--- config.mk ---
export PLATFORM = sky130hd
export DESIGN_NAME = hazard_ctrl_unit
export DESIGN_NICKNAME = d
export VERILOG_FILES = /design/src/rtl/cpu_types_pkg.sv /design/src/rtl/hazard_fwd_prio.sv /design/src/rtl/hazard_ctrl_unit.sv
export SDC_FILE = /design/constraint.sdc
export NUM_CORES = 1
export LEC_CHECK = 0
export CAP_MARGIN = 5
export CORE_ASPECT_RATIO = 0.75
export CORE_MARGIN = 5
export CORE_UTILIZATION = 40
export DETAILED_ROUTE_END_ITERATION = 6
export PLACE_DENSITY = 0.92
export SLEW_MARGIN = 20
export SYNTH_ARGS = -nofsm -noshare
export SYNTH_HDL_FRONTEND = slang
export SYNTH_SLANG_ARGS = --single-unit
--- constraint.sdc ---
create_clock -name CLK -period 3.4 [get_ports CLK]
set_clock_uncertainty 0.2 [all_clocks]
set_input_delay 0.68 -clock CLK [delete_from_list [all_inputs] [get_ports CLK]]
set_output_delay 0.68 -clock CLK [all_outputs]
set_load 0.05 [all_outputs]
--- src/rtl/cpu_types_pkg.sv ---
// Shared CPU datapath types plus the hazard controller's state encoding and
// the instruction field positions used for operand compares.
package cpu_types_pkg;

    typedef logic [31:0] word_t;
    typedef logic [4:0]  regbits_t;

    localparam regbits_t REG_ZERO = 5'd0;

    localparam int RS_MSB = 25;
    localparam int RS_LSB = 21;
    localparam int RT_MSB = 20;
    localparam int RT_LSB = 16;

    typedef enum logic [1:0] {
        RUN      = 2'd0,
        LU_WAIT  = 2'd1,
        BR_FLUSH = 2'd2
    } hazard_state_t;

endpackage

--- src/rtl/hazard_fwd_prio.sv ---
// Priority encoder picking the youngest forwarding source that writes the
// requested register; $0 never matches, so it always reads the register file.
module hazard_fwd_prio
    import cpu_types_pkg::*;
#(
    parameter  int NFWD  = 2,
    localparam int FSELW = $clog2(NFWD + 1)
) (
    input  regbits_t               src,
    input  logic [NFWD*5-1:0]      wsel_fwd,
    input  logic [NFWD-1:0]        RegWrite_fwd,
    output logic [FSELW-1:0]       fsel
);

    // Oldest first, so a younger match overwrites an older one.
    always_comb begin
        fsel = '0;
        for (int k = NFWD - 1; k >= 0; k--) begin
            if (RegWrite_fwd[k] &&
                wsel_fwd[k*5 +: 5] != REG_ZERO &&
                wsel_fwd[k*5 +: 5] == src) begin
                fsel = FSELW'(k + 1);
            end
        end
    end

endmodule

--- src/rtl/hazard_ctrl_unit.sv ---
// Pipeline hazard controller: EX operand forwarding, load-use bubbles and
// branch flushes that survive instruction-memory wait cycles.
//
// state    | meaning
// ---------+---------------------------------------------------------------
// RUN      | normal flow; reacts to branch_taken or a load-use hazard
// LU_WAIT  | inserting the remaining load-use bubbles (count in bub)
// BR_FLUSH | branch flush waiting for ihit before it can complete
module hazard_ctrl_unit
    import cpu_types_pkg::*;
#(
    parameter  int NFWD       = 2,
    parameter  int LU_BUBBLES = 1,
    parameter  int CNTW       = 16,
    localparam int FSELW      = $clog2(NFWD + 1)
) (
    input  logic               CLK,
    input  logic               nRST,
    input  logic               ihit,
    input  word_t              instr_id,
    input  word_t              instr_ex,
    input  logic               MemRead_ex,
    input  regbits_t           wsel_ex,
    input  logic [NFWD*5-1:0]  wsel_fwd,
    input  logic [NFWD-1:0]    RegWrite_fwd,
    input  logic               branch_taken,
    output logic [FSELW-1:0]   forwardA,
    output logic [FSELW-1:0]   forwardB,
    output logic               pc_stall,
    output logic               ifid_stall,
    output logic               idex_flush,
    output logic               ifid_flush,
    output logic               exmem_flush,
    output logic [CNTW-1:0]    stall_cnt,
    output logic [CNTW-1:0]    flush_cnt
);

    localparam logic [2:0]      BUB_RELOAD = 3'(LU_BUBBLES - 1);
    localparam logic [CNTW-1:0] CNT_MAX    = '1;

    hazard_state_t state, state_nxt;
    logic [2:0]    bub, bub_nxt;

    regbits_t ex_rs, ex_rt, id_rs, id_rt;
    logic     adv, luse;
    logic     stall_c, flush_c, stall_inc, flush_inc;
    logic     unused_instr_bits;

    assign ex_rs = instr_ex[RS_MSB:RS_LSB];
    assign ex_rt = instr_ex[RT_MSB:RT_LSB];
    assign id_rs = instr_id[RS_MSB:RS_LSB];
    assign id_rt = instr_id[RT_MSB:RT_LSB];
    assign unused_instr_bits = ^{instr_ex[31:26], instr_ex[15:0],
                                 instr_id[31:26], instr_id[15:0]};

    hazard_fwd_prio #(.NFWD(NFWD)) u_fwd_rs (
        .src          (ex_rs),
        .wsel_fwd     (wsel_fwd),
        .RegWrite_fwd (RegWrite_fwd),
        .fsel         (forwardA)
    );

    hazard_fwd_prio #(.NFWD(NFWD)) u_fwd_rt (
        .src          (ex_rt),
        .wsel_fwd     (wsel_fwd),
        .RegWrite_fwd (RegWrite_fwd),
        .fsel         (forwardB)
    );

    assign adv  = ihit;
    assign luse = MemRead_ex && (wsel_ex != REG_ZERO) &&
                  (wsel_ex == id_rs || wsel_ex == id_rt);

    always_ff @(posedge CLK or negedge nRST) begin
        if (!nRST) begin
            state <= RUN;
            bub   <= '0;
        end else begin
            state <= state_nxt;
            bub   <= bub_nxt;
        end
    end

    // A pending flush outranks everything; a branch also preempts bubbles.
    always_comb begin
        state_nxt = state;
        bub_nxt   = bub;
        stall_c   = 1'b0;
        flush_c   = 1'b0;
        stall_inc = 1'b0;
        flush_inc = 1'b0;
        if (state == BR_FLUSH) begin
            flush_c = 1'b1;
            if (adv) begin
                flush_inc = 1'b1;
                state_nxt = RUN;
            end
        end else if (branch_taken) begin
            flush_c = 1'b1;
            if (adv) begin
                flush_inc = 1'b1;
                state_nxt = RUN;
            end else begin
                state_nxt = BR_FLUSH;
            end
        end else if (state == LU_WAIT) begin
            stall_c = 1'b1;
            if (adv) begin
                stall_inc = 1'b1;
                bub_nxt   = bub - 3'd1;
                if (bub == 3'd1) begin
                    state_nxt = RUN;
                end
            end
        end else if (luse) begin
            stall_c = 1'b1;
            if (adv) begin
                stall_inc = 1'b1;
                if (LU_BUBBLES > 1) begin
                    bub_nxt   = BUB_RELOAD;
                    state_nxt = LU_WAIT;
                end
            end
        end
    end

    always_ff @(posedge CLK or negedge nRST) begin
        if (!nRST) begin
            stall_cnt <= '0;
            flush_cnt <= '0;
        end else begin
            if (stall_inc && stall_cnt != CNT_MAX) begin
                stall_cnt <= stall_cnt + CNTW'(1);
            end
            if (flush_inc && flush_cnt != CNT_MAX) begin
                flush_cnt <= flush_cnt + CNTW'(1);
            end
        end
    end

    // Reset must silence the controls at once, even with hazards on the inputs.
    assign pc_stall    = nRST & stall_c;
    assign ifid_stall  = nRST & stall_c;
    assign idex_flush  = nRST & (stall_c | flush_c);
    assign ifid_flush  = nRST & flush_c;
    assign exmem_flush = nRST & flush_c;

endmodule
==> results.py, run 1 <==
metrics = {
    "min_path": {
        "worstHoldPathType": "reg2reg",
    },
    "placed_design": {
        "dpl_cell_area_um2": 3079,
        "dp.cells": 350,
        "numPortBuffers": 82,
        "dpl.hpwl_mm": 4.478,
        "gp_congestion": 0.8510,
    },
    "detailed_routing": {
        "vias_per_cell": 5.190,
        "vias": 1858,
        "drtPass1Iterations": 4,
        "drc_errors": 0,
        "ant_nets": 0,
        "post_drt_wl_per_cell_um": 15.74,
        "drt-initial-drc-count": 106,
        "wl_mm": 5.635,
    },
    "floorplanning": {
        "fp-row-count": 22,
        "die-width_um": 92.02,
        "start_util": 0.4119,
        "dieHeight_um": 71.52,
        "ios": 127,
        "die_area_um2": 6581,
        "coreArea_um2": 4900,
    },
    "critical_path": {
        "arrival_ps": 2430,
        "cp_max_fo": 2,
        "worst-r2r-cell-count": 6,
        "required_ps": 2520,
        "cp-end-kind": "output pin",
        "critPathLaunchType": "input port",
        "r2r-start": "stall_cnt[0]$_DFFE_PN0P_",
        "regToRegSetupSlack_ps": 1110,
        "timing.rr.end": "stall_cnt[1]$_DFFE_PN0P_",
        "cp-endpoint": "forwardB[1]",
        "path_class": "in2out",
        "setup.worst_path.start": "wsel_fwd[8]",
    },
    "yosys": {
        "synth_edf_count": 0,
        "syn-cell-area_um2": 2018,
        "synth-seq-area-share": 0.4092,
        "yosys.area.top_type": "dfrtp_1",
        "synthSimpleGateAreaFrac": 0.2430,
        "synthAdderAreaFrac": 0.01240,
        "synth_top_area_share": 0.4092,
        "synth_compound_area_frac": 0.05518,
        "ys_ff_latch": 33,
        "yosys_warnings": 0,
        "synth_xor_area_frac": 0.2517,
        "muxShareOfSynthArea": 0.01116,
        "synth_top_family_by_area": "XOR/XNOR gates",
        "ys.flop_type": "dfrtp_1",
        "synth_area_per_cell_um2": 10.14,
        "syn_nets": 287,
        "synth.distinct_cells": 33,
        "synth_area_leaders": "dfrtp_1, xnor2_1, xor2_1, nand3_1, nand4_1",
        "synth_async_sr_flop_share": 1.000,
        "synthCells": 199,
    },
    "pwr": {
        "power.share.switching": 0.3866,
        "p_int_mw": 0.7764,
        "peakVddDrop_v": 0.0004378,
        "leakage_nw": 1.293,
        "cellPowerDensity_nw_per_um2": 395.5,
        "seqPwrFrac": 0.394,
        "comb_power_share": 0.382,
        "net-switching-power_mw": 0.4894,
        "p_clk_frac": 0.224,
    },
    "timing": {
        "hold_viol_final": 0,
        "finalSetupViolations": 0,
        "grt_setup_unrepaired": "false",
        "post-route-period-util": 0.9740,
        "worstMarginPinSlew_ps": 643.1,
        "finalSetupTns_ps": 0,
        "layout_min_cycle_time_ps": 3312,
        "slew-limit-headroom": 0.5713,
        "final_max_slew_viol_count": 0,
        "fmax_ghz": 0.3020,
        "whs_ps": 292.2,
    },
    "clock_network": {
        "cts_buffers": 5,
        "cts_tree": "built",
        "cts_max_level": 2,
        "clkLatencyLatePin_ps": 280,
        "clockBufferDepth": 2,
        "clkTransAtPathRegs_ps": 70,
        "cts_setup_buffers": 0,
        "cts.sinks": 33,
        "cts_root_buffer": "clkbuf_8",
    },
    "finish": {
        "area_delta_synth_final_pct": 58.59,
        "fillerInstances": 388,
        "final_nets": 385,
        "final_layout_size_suffix_gt1_frac": 0.1611,
        "antenna_cells_inserted": 0,
        "final_core_util": 0.6532,
        "final_area_um2": 3201,
        "final_cells": 358,
    },
    "grt": {
        "grtUsageMet1": 0.2261,
        "use_met3": 0.04302,
        "grt_pass1_wl_mm": 9.542,
        "grt_pass1_vias": 1981,
        "grt_use_met2": 0.3050,
        "track_usage": 0.1788,
        "grt-ovfl-total": 0,
        "antenna_found_initial": 0,
        "grt-busiest-layer": "met2",
        "grt_max_degree": 34,
    },
    "run": {
        "drv_cap": 0,
    },
    "run_status": {
        "status": "finished clean",
    },
}
-- per-stage QoR --
stage | worst slack [ps] | power (mW)
3_5_place_dp | -43.39 | 0.9875
6_report | 88.39 | 1.266
5_1_grt | 4.786 | 1.327
3_3_place_gp | 8.854 | 0.9757
4_1_cts | 3.425 | 1.276
2_1_floorplan | -61.78 | 0.7741
-- cell type report --
type | instances | area, um^2 | area share
clock buffer | 5 | 68.82 | 0.02150
clock inverter | 3 | 17.52 | 0.005473
inverter | 1 | 3.754 | 0.001173
multi-input combinational | 161 | 1211 | 0.3784
sequential | 33 | 825.8 | 0.2580
tap | 60 | 75.07 | 0.02346
timing repair buffer | 95 | 998.5 | 0.3120
-- worst max-delay path, stage by stage --
cell and delay [ps]:
clkdlybuf4s50_1 480, or4_1 110, o21ai_0 100, or4_4 510, nor4_4 370, buf_12 180
-- cells in the mapped netlist, types with 2 or more instances --
cell type / instances
and3_1: 6
and4_1: 3
buf_4: 2
dfrtp_1: 33
ha_1: 2
mux2_2: 2
nand2_1: 14
nand3_1: 19
nand3_2: 2
nand4_1: 14
nor2_1: 12
nor2b_1: 2
nor3_1: 4
nor4_1: 4
o21ai_0: 3
or4_1: 4
xnor2_1: 42
xor2_1: 16
-- per-layer routing --
| layer | part of all wire | vias to the layer above | wire length (um) |
|---|---|---|---|
| met5 | 0 | - | 0 |
| met4 | 0.019 | 0 | 106 |
| met3 | 0.037 | 13 | 210 |
| met2 | 0.51 | 45 | 2868 |
| met1 | 0.43 | 892 | 2449 |
| li1 | - | 908 | - |
-- placed cells by master, fill, tap and decap left out, types with 2 or more instances in the layout --
master           count
and3_1               6
and4_1               3
buf_12               7
buf_4               15
clkbuf_8             5
clkdlybuf4s50_1     67
clkinv_2             2
dfrtp_1             33
dlymetal6s2s_1       6
ha_1                 2
mux2_2               2
nand2_1             14
nand3_1             19
nand3_2              2
nand4_1             14
nor2_1              12
nor2b_1              2
nor3_1               4
nor4_2               3
nor4_4               2
o21ai_0              2
or4_1                2
or4_4                3
xnor2_1             42
xor2_1              16
-- how the worst min path moves through the flow --
stage | start | slack (ps) | cells past startpoint | endpoint
4_1_cts | stall_cnt[9]$_DFFE_PN0P_ | 300 | 1 | stall_cnt[9]$_DFFE_PN0P_
5_1_grt | stall_cnt[9]$_DFFE_PN0P_ | 310 | 1 | stall_cnt[9]$_DFFE_PN0P_
6_report | stall_cnt[9]$_DFFE_PN0P_ | 290 | 1 | stall_cnt[9]$_DFFE_PN0P_
2_1_floorplan | nRST | 180 | 0 | flush_cnt[0]$_DFFE_PN0P_
3_5_place_dp | stall_cnt[9]$_DFFE_PN0P_ | 290 | 1 | stall_cnt[9]$_DFFE_PN0P_
3_3_place_gp | flush_cnt[15]$_DFFE_PN0P_ | 280 | 1 | flush_cnt[15]$_DFFE_PN0P_
-- power by group through the flow --
stage	logic [mW]	clock network (mW)	registers, mW
floorplan	0.132	0	0.642
finish	0.484	0.284	0.499
detailed placement	0.482	0	0.506
global placement	0.473	0	0.503
CTS	0.486	0.290	0.499
global route	0.513	0.303	0.511
-- cell families (layout without fill, tap and decap cells) --
logic type | Yosys count | count (layout)
simple gates | 88 | 88
compound gates | 11 | 11
mux | 2 | 2
buf+inv | 5 | 104
flops | 33 | 33
fa+ha+maj | 2 | 2
xor+xnor | 58 | 58
-- flip-flops by register name, indices dropped and copies added, names as in the netlist --
register / cells
state: 1
flush_cnt: 16
stall_cnt: 16
-- repair_timing --
action	CTS	global route
gates resized for setup	4	7
pin swaps	1	3
setup endpoints to repair	2	2
hold buffers	0	0
Power figures use the tool's default switching activity.
==> run 2: changes to the inputs <==
==> constraint.sdc (replaced) <==
create_clock -name CLK -period 3.4 [get_ports CLK]
set_clock_uncertainty 0.2 [all_clocks]
set_input_delay 0.34 -clock CLK [delete_from_list [all_inputs] [get_ports CLK]]
set_output_delay 0.34 -clock CLK [all_outputs]
set_load 0.05 [all_outputs]
==> run 2 against run 1 <==
  * Count of clock-buffer cells in the layout up 2
  * Fmax rose by 8.3%
  * Routed wire length up 3.4%
  * Non-clock buffer count is 11 lower
  * Global-route usage is 0.18 points higher
  * Register-to-register slack improved by 30 ps
  * Largest power group unchanged
  * Via count rose by 0.97%
  * Highest routed layer unchanged
  * Critical path type unchanged
  * First-iteration DRC count decreased by 0.94%
  * Sequential power is essentially flat
==> results.py, run 2 (same netlist as run 1, synthesis figures left out) <==
metrics = {
    "run_status": {
        "status": "finished clean",
    },
    "floorplanning": {
        "start_util": 0.4119,
        "dieHeight_um": 71.52,
        "die_area_um2": 6581,
        "coreArea_um2": 4900,
        "die-width_um": 92.02,
        "ios": 127,
        "fp-row-count": 22,
    },
    "grt": {
        "grt_pass1_vias": 1922,
        "grt-ovfl-total": 0,
        "grt_pass1_wl_mm": 9.494,
        "antenna_found_initial": 0,
        "grt_max_degree": 32,
        "track_usage": 0.1805,
    },
    "critical_path": {
        "cp_max_fo": 3,
        "regToRegSetupSlack_ps": 1140,
        "required_ps": 2860,
        "timing.rr.end": "stall_cnt[1]$_DFFE_PN0P_",
        "critPathLaunchType": "input port",
        "cp-end-kind": "output pin",
        "path_class": "in2out",
        "setup.worst_path.start": "wsel_fwd[2]",
        "arrival_ps": 2520,
        "worst-r2r-cell-count": 6,
        "cp-endpoint": "forwardA[0]",
        "r2r-start": "stall_cnt[0]$_DFFE_PN0P_",
    },
    "timing": {
        "worstMarginPinSlew_ps": 682.9,
        "post-route-period-util": 0.8996,
        "hold_viol_final": 0,
        "final_max_slew_viol_count": 0,
        "fmax_ghz": 0.3269,
        "slew-limit-headroom": 0.5447,
        "finalSetupViolations": 0,
        "layout_min_cycle_time_ps": 3059,
        "grt_setup_unrepaired": "false",
    },
    "clock_network": {
        "clockBufferDepth": 2,
        "cts_buffers": 5,
        "cts.sinks": 33,
        "cts_root_buffer": "clkbuf_8",
        "clkLatencyLatePin_ps": 270,
        "cts_tree": "built",
        "cts_max_level": 2,
        "clkTransAtPathRegs_ps": 60,
        "cts.hold.buffers_added": 0,
        "cts_setup_buffers": 0,
        "cts_resized": 0,
    },
    "detailed_routing": {
        "drc_errors": 0,
        "drt-initial-drc-count": 105,
        "post_drt_wl_per_cell_um": 16.84,
        "vias": 1876,
        "wl_mm": 5.827,
        "vias_per_cell": 5.422,
        "drtPass1Iterations": 4,
        "ant_nets": 0,
    },
    "finish": {
        "largestRegisters": "flush_cnt: 16 flops, stall_cnt: 16 flops, state: 1 flops",
        "layout_commonest_cell": "clkdlybuf4s50_1",
        "area_delta_synth_final_pct": 50.09,
        "final_cells": 346,
        "final_layout_size_suffix_gt1_frac": 0.09091,
        "final_area_um2": 3029,
        "antenna_cells_inserted": 0,
        "final_nets": 374,
        "final_core_util": 0.6182,
        "final_cell_mix": "clkdlybuf4s50_1, xnor2_1, dfrtp_1, nand3_1, xor2_1",
    },
    "min_path": {
        "worstHoldPathType": "in2async",
    },
    "placed_design": {
        "numPortBuffers": 82,
        "gp_congestion": 0.9040,
        "dp.cells": 339,
        "dpl_cell_area_um2": 2943,
        "dpl.hpwl_mm": 4.726,
    },
    "pwr": {
        "leakage_nw": 1.167,
        "peakVddDrop_v": 0.0004597,
        "cellPowerDensity_nw_per_um2": 417.7,
    },
    "run": {
        "drv_cap": 0,
    },
}
-- run 2: how the worst min path moves through the flow --
stage                                    from                         to  depth (start not counted)
finish                                   nRST   stall_cnt[0]$_DFFE_PN0P_                          1
global route                             nRST   stall_cnt[0]$_DFFE_PN0P_                          1
CTS                                      nRST   stall_cnt[1]$_DFFE_PN0P_                          1
detailed placement   flush_cnt[8]$_DFFE_PN0P_   flush_cnt[8]$_DFFE_PN0P_                          1
global placement    stall_cnt[15]$_DFFE_PN0P_  stall_cnt[15]$_DFFE_PN0P_                          1
floorplan                                nRST   flush_cnt[0]$_DFFE_PN0P_                          0
-- run 2: power by group --
part           internal (mW)  switching [mW]  leakage, nW
combinational          0.190           0.284        0.676
clock                  0.161           0.133       0.0443
sequential             0.436          0.0612        0.447
total                  0.786           0.479         1.17
-- run 2: routing by layer --
| metal | track usage | part of all wire |
|---|---|---|
| met1 | 0.2358 | 0.43 |
| met2 | 0.3018 | 0.49 |
| met3 | 0.03987 | 0.060 |
| met4 | 0.05437 | 0.018 |
| met5 | 0 | 0 |
-- run 2: cell type report --
type | count | area, um^2
sequential | 33 | 825.8
inverter | 1 | 3.754
timing repair buffer | 84 | 880.8
tap | 60 | 75.07
clock buffer | 7 | 86.33
fill | 402 | 1871
multi-input combinational | 161 | 1157
-- run 2: metrics by stage --
step	TNS, ps	setup WS (ps)	power, mW	hold WS, ps
global route	0	224.4	1.334	70.02
CTS	0	344.6	1.274	68.88
detailed placement	0	333.0	0.9761	287.6
floorplan	-50.82	-25.41	0.7695	-155.6
global placement	0	430.9	0.9627	279.6
finish	0	341.4	1.265	76.68
-- run 2: worst max-delay path: stages --
cell	delay, ps
clkdlybuf4s50_1	560
or4_1	170
o21ai_0	120
nor4_1	440
clkdlybuf4s50_1	900
